==> config.mk <==
export PLATFORM = sky130hd
export DESIGN_NAME = verificador_speed
export DESIGN_NICKNAME = d
export VERILOG_FILES = /design/src/rtl/verificador_speed.sv
export SDC_FILE = /design/constraint.sdc
export NUM_CORES = 1
export LEC_CHECK = 0
export BUFFER_PORTS_ARGS = -buffer_cell sky130_fd_sc_hd__buf_2
export CAP_MARGIN = 20
export CORE_MARGIN = 4
export CORE_UTILIZATION = 50
export DETAILED_ROUTE_END_ITERATION = 8
export PLACE_DENSITY = 0.72
export SYNTH_ARGS = -nofsm -noshare
export SYNTH_HDL_FRONTEND = slang
export SYNTH_SLANG_ARGS = --single-unit
==> constraint.sdc <==
create_clock -name clk -period 4.5 [get_ports clk]
set_input_delay 0.225 -clock clk [delete_from_list [all_inputs] [get_ports clk]]
set_output_delay 0.225 -clock clk [all_outputs]
set_load 0.1 [all_outputs]
==> src/rtl/verificador_speed.sv <==
// Clocked self-checking harness for a full adder: sweeps all 3-bit vectors, compares
// reference and synthesized adder outputs with each other and with a golden sum.
module verificador_speed #(
  parameter int N_PASADAS = 1,
  parameter int ERR_W     = 4
) (
  input  logic             clk,
  input  logic             reset,
  input  logic             inicio,
  output logic             a,
  output logic             b,
  output logic             c,
  input  logic             s_ref,
  input  logic             carry_ref,
  input  logic             s_dut,
  input  logic             carry_dut,
  output logic             ocupado,
  output logic             listo,
  output logic             pasa,
  output logic [ERR_W-1:0] n_errores,
  output logic [2:0]       primer_error,
  output logic             error_valido,
  output logic             error_modelo
);

  typedef enum logic [1:0] {
    IDLE = 2'd0,
    RUN  = 2'd1,
    DONE = 2'd2
  } state_t;

  localparam logic [ERR_W-1:0] ERR_MAX   = '1;
  localparam logic [7:0]       LAST_PASS = 8'(N_PASADAS - 1);

  state_t           r_state;
  logic [2:0]       r_vec;
  logic [7:0]       r_pasada;
  logic [ERR_W-1:0] r_n_errores;
  logic [2:0]       r_primer_error;
  logic             r_error_valido;
  logic             r_error_modelo;
  logic             r_ocupado;
  logic             r_listo;
  logic             r_pasa;

  logic             w_s_exp;
  logic             w_carry_exp;
  logic             w_model_err;
  logic             w_dut_err;
  logic             w_mismatch;
  logic [ERR_W-1:0] w_err_next;

  assign w_s_exp     = ^r_vec;
  assign w_carry_exp = (r_vec[2] & r_vec[1]) | (r_vec[2] & r_vec[0]) | (r_vec[1] & r_vec[0]);
  assign w_model_err = {s_ref, carry_ref} != {w_s_exp, w_carry_exp};
  assign w_dut_err   = {s_ref, carry_ref} != {s_dut, carry_dut};
  assign w_mismatch  = w_model_err | w_dut_err;
  // Count saturates so a long faulty run never wraps back to a passing value.
  assign w_err_next  = (w_mismatch && (r_n_errores != ERR_MAX)) ?
                       r_n_errores + ERR_W'(1) : r_n_errores;

  always_ff @(posedge clk or posedge reset) begin
    if (reset) begin
      r_state        <= IDLE;
      r_vec          <= 3'd0;
      r_pasada       <= 8'd0;
      r_n_errores    <= '0;
      r_primer_error <= 3'd0;
      r_error_valido <= 1'b0;
      r_error_modelo <= 1'b0;
      r_ocupado      <= 1'b0;
      r_listo        <= 1'b0;
      r_pasa         <= 1'b0;
    end else begin
      case (r_state)
        IDLE, DONE: begin
          if (inicio) begin
            r_state        <= RUN;
            r_vec          <= 3'd0;
            r_pasada       <= 8'd0;
            r_n_errores    <= '0;
            r_error_valido <= 1'b0;
            r_error_modelo <= 1'b0;
            r_ocupado      <= 1'b1;
            r_listo        <= 1'b0;
            r_pasa         <= 1'b0;
          end
        end
        RUN: begin
          r_n_errores <= w_err_next;
          if (w_mismatch && !r_error_valido) begin
            r_primer_error <= r_vec;
            r_error_valido <= 1'b1;
          end
          if (w_model_err) r_error_modelo <= 1'b1;
          r_vec <= r_vec + 3'd1;
          // The last vector is checked on the same edge that enters DONE.
          if (r_vec == 3'd7) begin
            if (r_pasada == LAST_PASS) begin
              r_state   <= DONE;
              r_ocupado <= 1'b0;
              r_listo   <= 1'b1;
              r_pasa    <= (w_err_next == '0);
            end else begin
              r_pasada <= r_pasada + 8'd1;
            end
          end
        end
        default: begin
          r_state   <= IDLE;
          r_vec     <= 3'd0;
          r_ocupado <= 1'b0;
          r_listo   <= 1'b0;
        end
      endcase
    end
  end

  assign {a, b, c}    = r_vec;
  assign ocupado      = r_ocupado;
  assign listo        = r_listo;
  assign pasa         = r_pasa;
  assign n_errores    = r_n_errores;
  assign primer_error = r_primer_error;
  assign error_valido = r_error_valido;
  assign error_modelo = r_error_modelo;

endmodule

==> results of run 1 <==
## state kept, by name, summed over array words and instances, names as in the netlist
name / flops
pasa: 1
ocupado: 1
r_vec: 3
listo: 1
primer_error: 3
r_state: 1
r_pasada: 8
error_modelo: 1
error_valido: 1
n_errores: 4
## critical path, cell delays in order (launching register included)
cell and delay, ps:
sky130_fd_sc_hd__dfrtp_1 400, sky130_fd_sc_hd__inv_1 90, sky130_fd_sc_hd__fa_1 580, sky130_fd_sc_hd__and3b_1 180, sky130_fd_sc_hd__o22ai_1 410, sky130_fd_sc_hd__nand2_1 210, sky130_fd_sc_hd__nor2_1 340, sky130_fd_sc_hd__mux2_2 390
## placed cells by master, fill, tap and decap left out, types with 2 or more instances in the layout
| master | count |
|---|---|
| sky130_fd_sc_hd__o21ai_0 | 5 |
| sky130_fd_sc_hd__xor2_1 | 2 |
| sky130_fd_sc_hd__dfrtp_1 | 24 |
| sky130_fd_sc_hd__mux2_2 | 3 |
| sky130_fd_sc_hd__nor3_1 | 2 |
| sky130_fd_sc_hd__a22o_1 | 2 |
| sky130_fd_sc_hd__o31ai_1 | 2 |
| sky130_fd_sc_hd__a31oi_1 | 3 |
| sky130_fd_sc_hd__mux2i_1 | 2 |
| sky130_fd_sc_hd__inv_1 | 12 |
| sky130_fd_sc_hd__nand2_1 | 15 |
| sky130_fd_sc_hd__a2111oi_0 | 2 |
| sky130_fd_sc_hd__a211oi_1 | 4 |
| sky130_fd_sc_hd__nor3b_1 | 3 |
| sky130_fd_sc_hd__nand3_1 | 7 |
| sky130_fd_sc_hd__and3b_1 | 2 |
| sky130_fd_sc_hd__nor2b_1 | 2 |
| sky130_fd_sc_hd__a21oi_1 | 4 |
| sky130_fd_sc_hd__buf_2 | 21 |
| sky130_fd_sc_hd__xnor2_1 | 6 |
| sky130_fd_sc_hd__clkbuf_4 | 3 |
| sky130_fd_sc_hd__o22ai_1 | 2 |
| sky130_fd_sc_hd__nor2_1 | 11 |
| sky130_fd_sc_hd__ha_1 | 5 |
## routing by layer
| layer | up-vias | track usage |
|---|---|---|
| met5 | - | 0 |
| met4 | 0 | 0.0759 |
| met3 | 4 | 0.0259 |
| met2 | 34 | 0.259 |
| met1 | 528 | 0.245 |
| li1 | 524 | - |
## final timing paths
| check | from | endpoint | slack [ps] | cells after the start |
|---|---|---|---|---|
| worst max-delay path | r_vec[2] | primer_error[1] | 1800 | 7 |
| worst min-delay path | reset | n_errores[3] | 80 | 2 |
| max in group asynchronous | reset | r_pasada[2] | 3880 | 2 |
| min in group clk | inicio | r_vec[1] | 180 | 2 |
| worst max register to register | r_vec[2] | primer_error[1] | 1800 | 7 |
| worst min register to register | pasa | pasa | 520 | 2 |
## per-stage QoR
step           utilization  cell area (um^2)
6_report             0.600              1510
5_1_grt              0.600              1510
4_1_cts              0.600              1510
3_5_place_dp         0.585              1480
3_3_place_gp         0.585              1480
2_1_floorplan            -              1350
## logic make-up (layout without fill, tap and decap cells)
family | Yosys count | count (layout) | synth area share
xor gates and xnor gates | 8 | 8 | 0.0518
DFF | 24 | 24 | 0.444
adders and majority gates | 6 | 6 | 0.0611
and+or+nand+nor | 47 | 47 | 0.180
muxes | 5 | 5 | 0.0398
buffers and inverters | 17 | 37 | 0.0472
AOI/OAI and AO/OA | 31 | 31 | 0.176
## final cells by class
type	count	area (um^2)	share of cell area
inverter	12	45.0	0.0298
sequential	24	601	0.397
tap	30	37.5	0.0248
multi-input combinational	97	688	0.455
clock buffer	4	36.3	0.0240
timing repair buffer	21	105	0.0695
==> impl_table.tex, run 1 <==
\begin{tabular}{lr}
\hline
Metric & Value \\
\hline
\multicolumn{2}{l}{\textbf{Status}} \\
Outcome & finished, final reports clean \\
\multicolumn{2}{l}{\textbf{Routing}} \\
Drt first-iter violations & 42 \\
Wire length per cell after detailed routing & between 10 and 15 um \\
Met2 wirelength from detailed routing & 1.23 mm \\
Iteration count of the initial detailed-routing pass & 4 \\
Met3 WL & about 150 um \\
Wire length on met1 & approximately 1.2 mm \\
Total via count after detailed routing & 1090 \\
Sum of routed wire length over all layers & roughly 2.7 mm \\
DRC violations left & 0 \\
Via-to-Cell Ratio & 5.80 \\
Highest Signal Layer & met4 \\
Antenna viol nets, final & 0 \\
\multicolumn{2}{l}{\textbf{Timing}} \\
Fin crit period & 2700 ps \\
Post-route clock period utilization & 0.600 \\
Finish-stage setup viols & 0 \\
Final Worst Setup Slack & approximately 1800 ps \\
Worst hold margin & roughly 75 ps \\
Post-route clock skew & between 4 and 5 ps \\
Final hold viol count & 0 \\
Unrepaired setup endpoints after global routing & no \\
Max Slew Vio Count & 0 \\
Worst slew slack as a fraction of its limit & 0.404 \\
Worst-Margin Slew & approximately 890 ps \\
Final setup TNS & 0 ps \\
Max Freq & between 300 and 400 MHz \\
\multicolumn{2}{l}{\textbf{Cells and area}} \\
Antenna diode count & 0 \\
Net count of the finished layout & roughly 170 \\
Final instance count without filler cells & $\sim$190 \\
Layout overhead on the synthesized area & 11.8\% \\
Fraction of layout cells with a size suffix above 1 & 0.203 \\
Fill count & 230 \\
\multicolumn{2}{l}{\textbf{Yosys}} \\
Warning count from the yosys run & 0 \\
Post-synth net total & 151 \\
Post-synthesis cell type with the largest combined area & sky130\_fd\_sc\_hd\_\_dfrtp\_1 \\
Number of unique standard cell types used by synthesis & 36 \\
Library cell with the highest instance count after synthesis & sky130\_fd\_sc\_hd\_\_dfrtp\_1 \\
Synthesized flop and latch total & 24 \\
Primary FF master, synth & sky130\_fd\_sc\_hd\_\_dfrtp\_1 \\
Commonest cells in the synthesized netlist & sky130\_fd\_sc\_hd\_\_dfrtp\_1, sky130\_fd\_sc\_hd\_\_nand2\_1, sky130\_fd\_sc\_hd\_\_inv\_1 \\
Number of cells produced by synthesis & 138 \\
Mean instance size in the synthesized netlist & between 9 and 10 um\^{}2 \\
Post-synthesis instance area & $\sim$1400 um\^{}2 \\
Biggest area contributors in the synthesized netlist & sky130\_fd\_sc\_hd\_\_dfrtp\_1, sky130\_fd\_sc\_hd\_\_ha\_1, sky130\_fd\_sc\_hd\_\_nand2\_1 \\
Post-synth ARST share & 1.00 \\
Top cell type's share of synthesized area & 0.444 \\
Sequential element share of the synthesized area & 0.444 \\
Number of flops mapped to enable cells by yosys & 0 \\
\multicolumn{2}{l}{\textbf{Hold path}} \\
Worst hold-check path type & input pin to async pin \\
\multicolumn{2}{l}{\textbf{GRT}} \\
First-pass GRT wire length & 4.60 mm \\
Maximum number of pins on one net before global-route repair & 25 \\
Number of antenna violations at the first check in global routing & 0 \\
Number of global-route vias before repair & between 900 and 1000 \\
GRT Resource Usage Total & 0.173 \\
Overflow after GRT & 0 \\
\multicolumn{2}{l}{\textbf{Critical path}} \\
Kind of critical path & register to register \\
Critical Path Fanout Max & 6 \\
Startpoint Class & register \\
Endpoint type of the worst setup path & register \\
Arrival time of the worst setup path & 2920 ps \\
Required time reported for the critical path endpoint & 4710 ps \\
\multicolumn{2}{l}{\textbf{CTS}} \\
Clk\_lat worst skew & 310 ps \\
Clk buf depth & 2 \\
\# hold bufs at CTS & 0 \\
Post-CTS Setup Inserts & 0 \\
Clock transition at the registers of the reported paths & between 100 and 150 ps \\
Clock tree from TritonCTS & built \\
Level count of the clock H-tree & 1 \\
\# resized after CTS & 0 \\
Total clock sinks & 24 \\
Root Driver & sky130\_fd\_sc\_hd\_\_clkbuf\_4 \\
Clock buffers created by TritonCTS & 3 \\
\multicolumn{2}{l}{\textbf{Placement}} \\
Dpl cells & between 150 and 200 \\
Placer Congestion & between 0.7 and 0.8 \\
Dpl hpwl & 1.94 mm \\
Port buffer count & 21 \\
Post-Place Worst Slack & about 1800 ps \\
\multicolumn{2}{l}{\textbf{Floorplan}} \\
Starting density of the core & 0.536 \\
Top Ports & 22 \\
Vertical die dimension & roughly 60 um \\
Std-Cell Core Area & between 2000 and 3000 um\^{}2 \\
Count of standard-cell rows & 18 \\
Overall die area & around 3600 um\^{}2 \\
Chip Width & 60.0 um \\
\multicolumn{2}{l}{\textbf{Job}} \\
MaxCap Viol Count & 0 \\
\hline
\end{tabular}
Power of run 1 is not shown: default switching activity piles up to over one toggle a cycle in this logic, so the estimate is an artifact.
==> inputs of run 2 (changes only) <==
Settings changed: ABC_AREA from default to 1, CORE_UTILIZATION 50 to 49, PLACE_DENSITY 0.72 to 0.74.
Clock period 4.5 ns to 2.45 ns, I/O delays scaled along.
==> impl_table.tex, run 2 <==
\begin{tabular}{lr}
\hline
Metric & Value \\
\hline
\multicolumn{2}{l}{\textbf{Yosys}} \\
Post-synth net total & 185 (+23\%) \\
Library cell with the highest instance count after synthesis & sky130\_fd\_sc\_hd\_\_nand2\_1 \\
Synth Area in XOR/XNOR & 0.0261 (-0.0257) \\
Top cell type's share of synthesized area & 0.448 (+0.00373) \\
Post-Synth Adder-Cell Area & 0.0616 (+0.000513) \\
Post-synthesis instance area & 1340 um\^{}2 (-0.83\%) \\
Synthesized flop and latch total & 24 (unchanged) \\
Post-Synth Simple-Gate Area & 0.268 (+0.0873) \\
Proportion of synthesized area in mux cells & 0 (-0.0398) \\
Primary FF master, synth & sky130\_fd\_sc\_hd\_\_dfrtp\_1 \\
Sequential element share of the synthesized area & 0.448 (+0.00373) \\
Warning count from the yosys run & 0 (unchanged) \\
Mean instance size in the synthesized netlist & 7.80 um\^{}2 (-20\%) \\
Biggest area contributors in the synthesized netlist & sky130\_fd\_sc\_hd\_\_dfrtp\_1, sky130\_fd\_sc\_hd\_\_nand2\_1, sky130\_fd\_sc\_hd\_\_inv\_1 \\
Post-synthesis cell type with the largest combined area & sky130\_fd\_sc\_hd\_\_dfrtp\_1 \\
Number of flops mapped to enable cells by yosys & 0 (unchanged) \\
Number of cells produced by synthesis & 172 (+25\%) \\
Number of unique standard cell types used by synthesis & 26 (-28\%) \\
Post-synth ARST share & 1.00 (unchanged) \\
Combinational family with the most area after synthesis & simple AND/OR/NAND/NOR gates \\
Commonest cells in the synthesized netlist & sky130\_fd\_sc\_hd\_\_nand2\_1, sky130\_fd\_sc\_hd\_\_dfrtp\_1, sky130\_fd\_sc\_hd\_\_inv\_1 \\
Share of the synthesized area in compound gates (AO/OA/AOI/OAI) & 0.110 (-0.0657) \\
\multicolumn{2}{l}{\textbf{Critical path}} \\
Endpoint type of the worst setup path & register \\
Startpoint Class & register \\
Arrival time of the worst setup path & 2240 ps (-680 ps) \\
R2R depth & 13 (+6) \\
Critical Path Fanout Max & 6 (unchanged) \\
Kind of critical path & register to register \\
Required time reported for the critical path endpoint & 2670 ps (-2040 ps) \\
\multicolumn{2}{l}{\textbf{Routing}} \\
Total via count after detailed routing & 1174 (+7.7\%) \\
Antenna viol nets, final & 0 (unchanged) \\
Iteration count of the initial detailed-routing pass & 4 (unchanged) \\
DRC violations left & 0 (unchanged) \\
Sum of routed wire length over all layers & 2.75 mm (+3.1\%) \\
Via-to-Cell Ratio & 5.24 (-9.6\%) \\
Drt first-iter violations & 22 (-48\%) \\
Wire length per cell after detailed routing & 12.3 um (-13\%) \\
\multicolumn{2}{l}{\textbf{Timing}} \\
Post-route clock skew & 1.29 ps (-3.03 ps) \\
Worst-Margin Slew & 888 ps (-4.91 ps) \\
Finish-stage setup viols & 0 (unchanged) \\
Max Freq & 494 MHz (+33\%) \\
Final hold viol count & 24 (+24) \\
Fin crit period & 2020 ps (-678 ps) \\
Worst hold margin & -22.4 ps (-97.8 ps) \\
Final setup TNS & 0 ps (unchanged) \\
Final Worst Setup Slack & 426 ps (-1370 ps) \\
Post-route clock period utilization & 0.826 (+0.226) \\
Max Slew Vio Count & 0 (unchanged) \\
Worst slew slack as a fraction of its limit & 0.407 (+0.00327) \\
Unrepaired setup endpoints after global routing & no \\
\multicolumn{2}{l}{\textbf{Placement}} \\
Dpl cells & 220 (+20\%) \\
Placer Congestion & 0.880 (+15\%) \\
Post-Place Worst Slack & 432 ps (-1350 ps) \\
Port buffer count & 21 (unchanged) \\
Dpl hpwl & 2.17 mm (+12\%) \\
\multicolumn{2}{l}{\textbf{GRT}} \\
Overflow after GRT & 0 (unchanged) \\
Maximum number of pins on one net before global-route repair & 25 (unchanged) \\
First-pass GRT wire length & 4.93 mm (+7.2\%) \\
GRT Resource Usage Total & 0.178 (+0.00528) \\
Number of global-route vias before repair & 1190 (+19\%) \\
Number of antenna violations at the first check in global routing & 0 (unchanged) \\
\multicolumn{2}{l}{\textbf{Floorplan}} \\
Starting density of the core & 0.527 (-0.00917) \\
Top Ports & 22 (unchanged) \\
Overall die area & 3640 um\^{}2 (+1.0\%) \\
Std-Cell Core Area & 2540 um\^{}2 (+0.89\%) \\
Chip Width & 60.3 um (+0.52\%) \\
Vertical die dimension & 60.3 um (+0.52\%) \\
Count of standard-cell rows & 18 (unchanged) \\
\multicolumn{2}{l}{\textbf{Cells and area}} \\
Layout overhead on the synthesized area & 11.7\% \\
Final instance count without filler cells & 224 (+19\%) \\
Fraction of layout cells with a size suffix above 1 & 0.201 (-0.00150) \\
Highest-count cells in the layout ignoring fill and taps & sky130\_fd\_sc\_hd\_\_nand2\_1, sky130\_fd\_sc\_hd\_\_dfrtp\_1, sky130\_fd\_sc\_hd\_\_buf\_2, sky130\_fd\_sc\_hd\_\_inv\_1, sky130\_fd\_sc\_hd\_\_o21ai\_1 \\
Leading cell type in the layout, fill and taps excluded & sky130\_fd\_sc\_hd\_\_nand2\_1 \\
Antenna diode count & 0 (unchanged) \\
Net count of the finished layout & 208 (+21\%) \\
Largest register FFs & 8 (unchanged) \\
Largest Register & r\_pasada \\
\multicolumn{2}{l}{\textbf{CTS}} \\
Clock buffers created by TritonCTS & 3 (unchanged) \\
Total clock sinks & 24 (unchanged) \\
Level count of the clock H-tree & 1 (unchanged) \\
\# resized after CTS & 0 (unchanged) \\
Clk\_lat worst skew & 310 ps (about the same) \\
Clock transition at the registers of the reported paths & 130 ps (about the same) \\
Root Driver & sky130\_fd\_sc\_hd\_\_clkbuf\_4 \\
Clk buf depth & 2 (unchanged) \\
Post-CTS Setup Inserts & 0 (unchanged) \\
\# hold bufs at CTS & 0 (unchanged) \\
Clock tree from TritonCTS & built \\
\multicolumn{2}{l}{\textbf{Status}} \\
Failing checks & hold timing \\
Outcome & finished with violations \\
\multicolumn{2}{l}{\textbf{Hold path}} \\
Worst hold-check path type & input pin to async pin \\
\multicolumn{2}{l}{\textbf{Job}} \\
MaxCap Viol Count & 0 (unchanged) \\
\hline
\end{tabular}
[run 2: changes by cell type in the layout (fill, tap and decap cells not counted), moves of 4 or more]
cell / before / now
sky130_fd_sc_hd__o21ai_1: 0 / 14
sky130_fd_sc_hd__inv_2: 0 / 4
sky130_fd_sc_hd__inv_1: 12 / 20
sky130_fd_sc_hd__nand2_1: 15 / 53
sky130_fd_sc_hd__xnor2_1: 6 / 1
sky130_fd_sc_hd__a211oi_1: 4 / 0
sky130_fd_sc_hd__o21ai_0: 5 / 1
[run 2: area by class of cell]
cell class                 instances  area [um^2]
fill                             247         1050
multi-input combinational        121          624
sequential                        24          604
timing repair buffer              21          105
inverter                          24         90.1
tap                               30         37.5
clock buffer                       4         36.3
[run 2: cell families after synthesis]
| family | count (synthesis) |
|---|---|
| adder cells (fa/ha/maj) | 6 |
| buffers and inverters | 27 |
| XOR/XNOR | 4 |
| flip-flops | 24 |
| AND/OR/NAND/NOR | 85 |
| AO/OA/AOI/OAI | 26 |
[run 2: layer usage]
layer,vias to the layer above,GRT usage,share of wire
met3,4,0.0346,0.039
li1,588,-,-
met1,561,0.213,0.45
met4,0,0.0506,0.0076
met2,21,0.321,0.51
met5,-,0,0
[run 2: path summary, 6_finish.rpt]
kind                            slack [ps]            start         endpoint
worst min register to register         510  primer_error[0]  primer_error[0]
min in group clk                       120           inicio         r_vec[1]
max in group asynchronous             1870            reset         r_vec[2]
worst max-delay path                   430         r_vec[2]             pasa
worst min-delay path                   -20            reset     n_errores[1]
worst max register to register         430         r_vec[2]             pasa
[run 2: critical path, stage by stage, from the launching register on]
cell and delay (ps):
sky130_fd_sc_hd__dfrtp_2 400, sky130_fd_sc_hd__inv_1 80, sky130_fd_sc_hd__fa_1 550, sky130_fd_sc_hd__inv_1 40, sky130_fd_sc_hd__nand2_1 50, sky130_fd_sc_hd__nand2_1 40
sky130_fd_sc_hd__nor2_1 130, sky130_fd_sc_hd__nand2_1 160, sky130_fd_sc_hd__nand2_1 160, sky130_fd_sc_hd__nand2_1 70, sky130_fd_sc_hd__nand2_1 80, sky130_fd_sc_hd__nor2_1 50
sky130_fd_sc_hd__nand3_1 70, sky130_fd_sc_hd__nand2_1 50
[run 2: per-stage QoR]
step           area, um^2  utilization
3_3_place_gp         1460        0.574
5_1_grt              1500        0.588
2_1_floorplan        1350            -
3_5_place_dp         1460        0.574
6_report             1500        0.588
4_1_cts              1500        0.588
Power of run 2 is left out for the same reason.
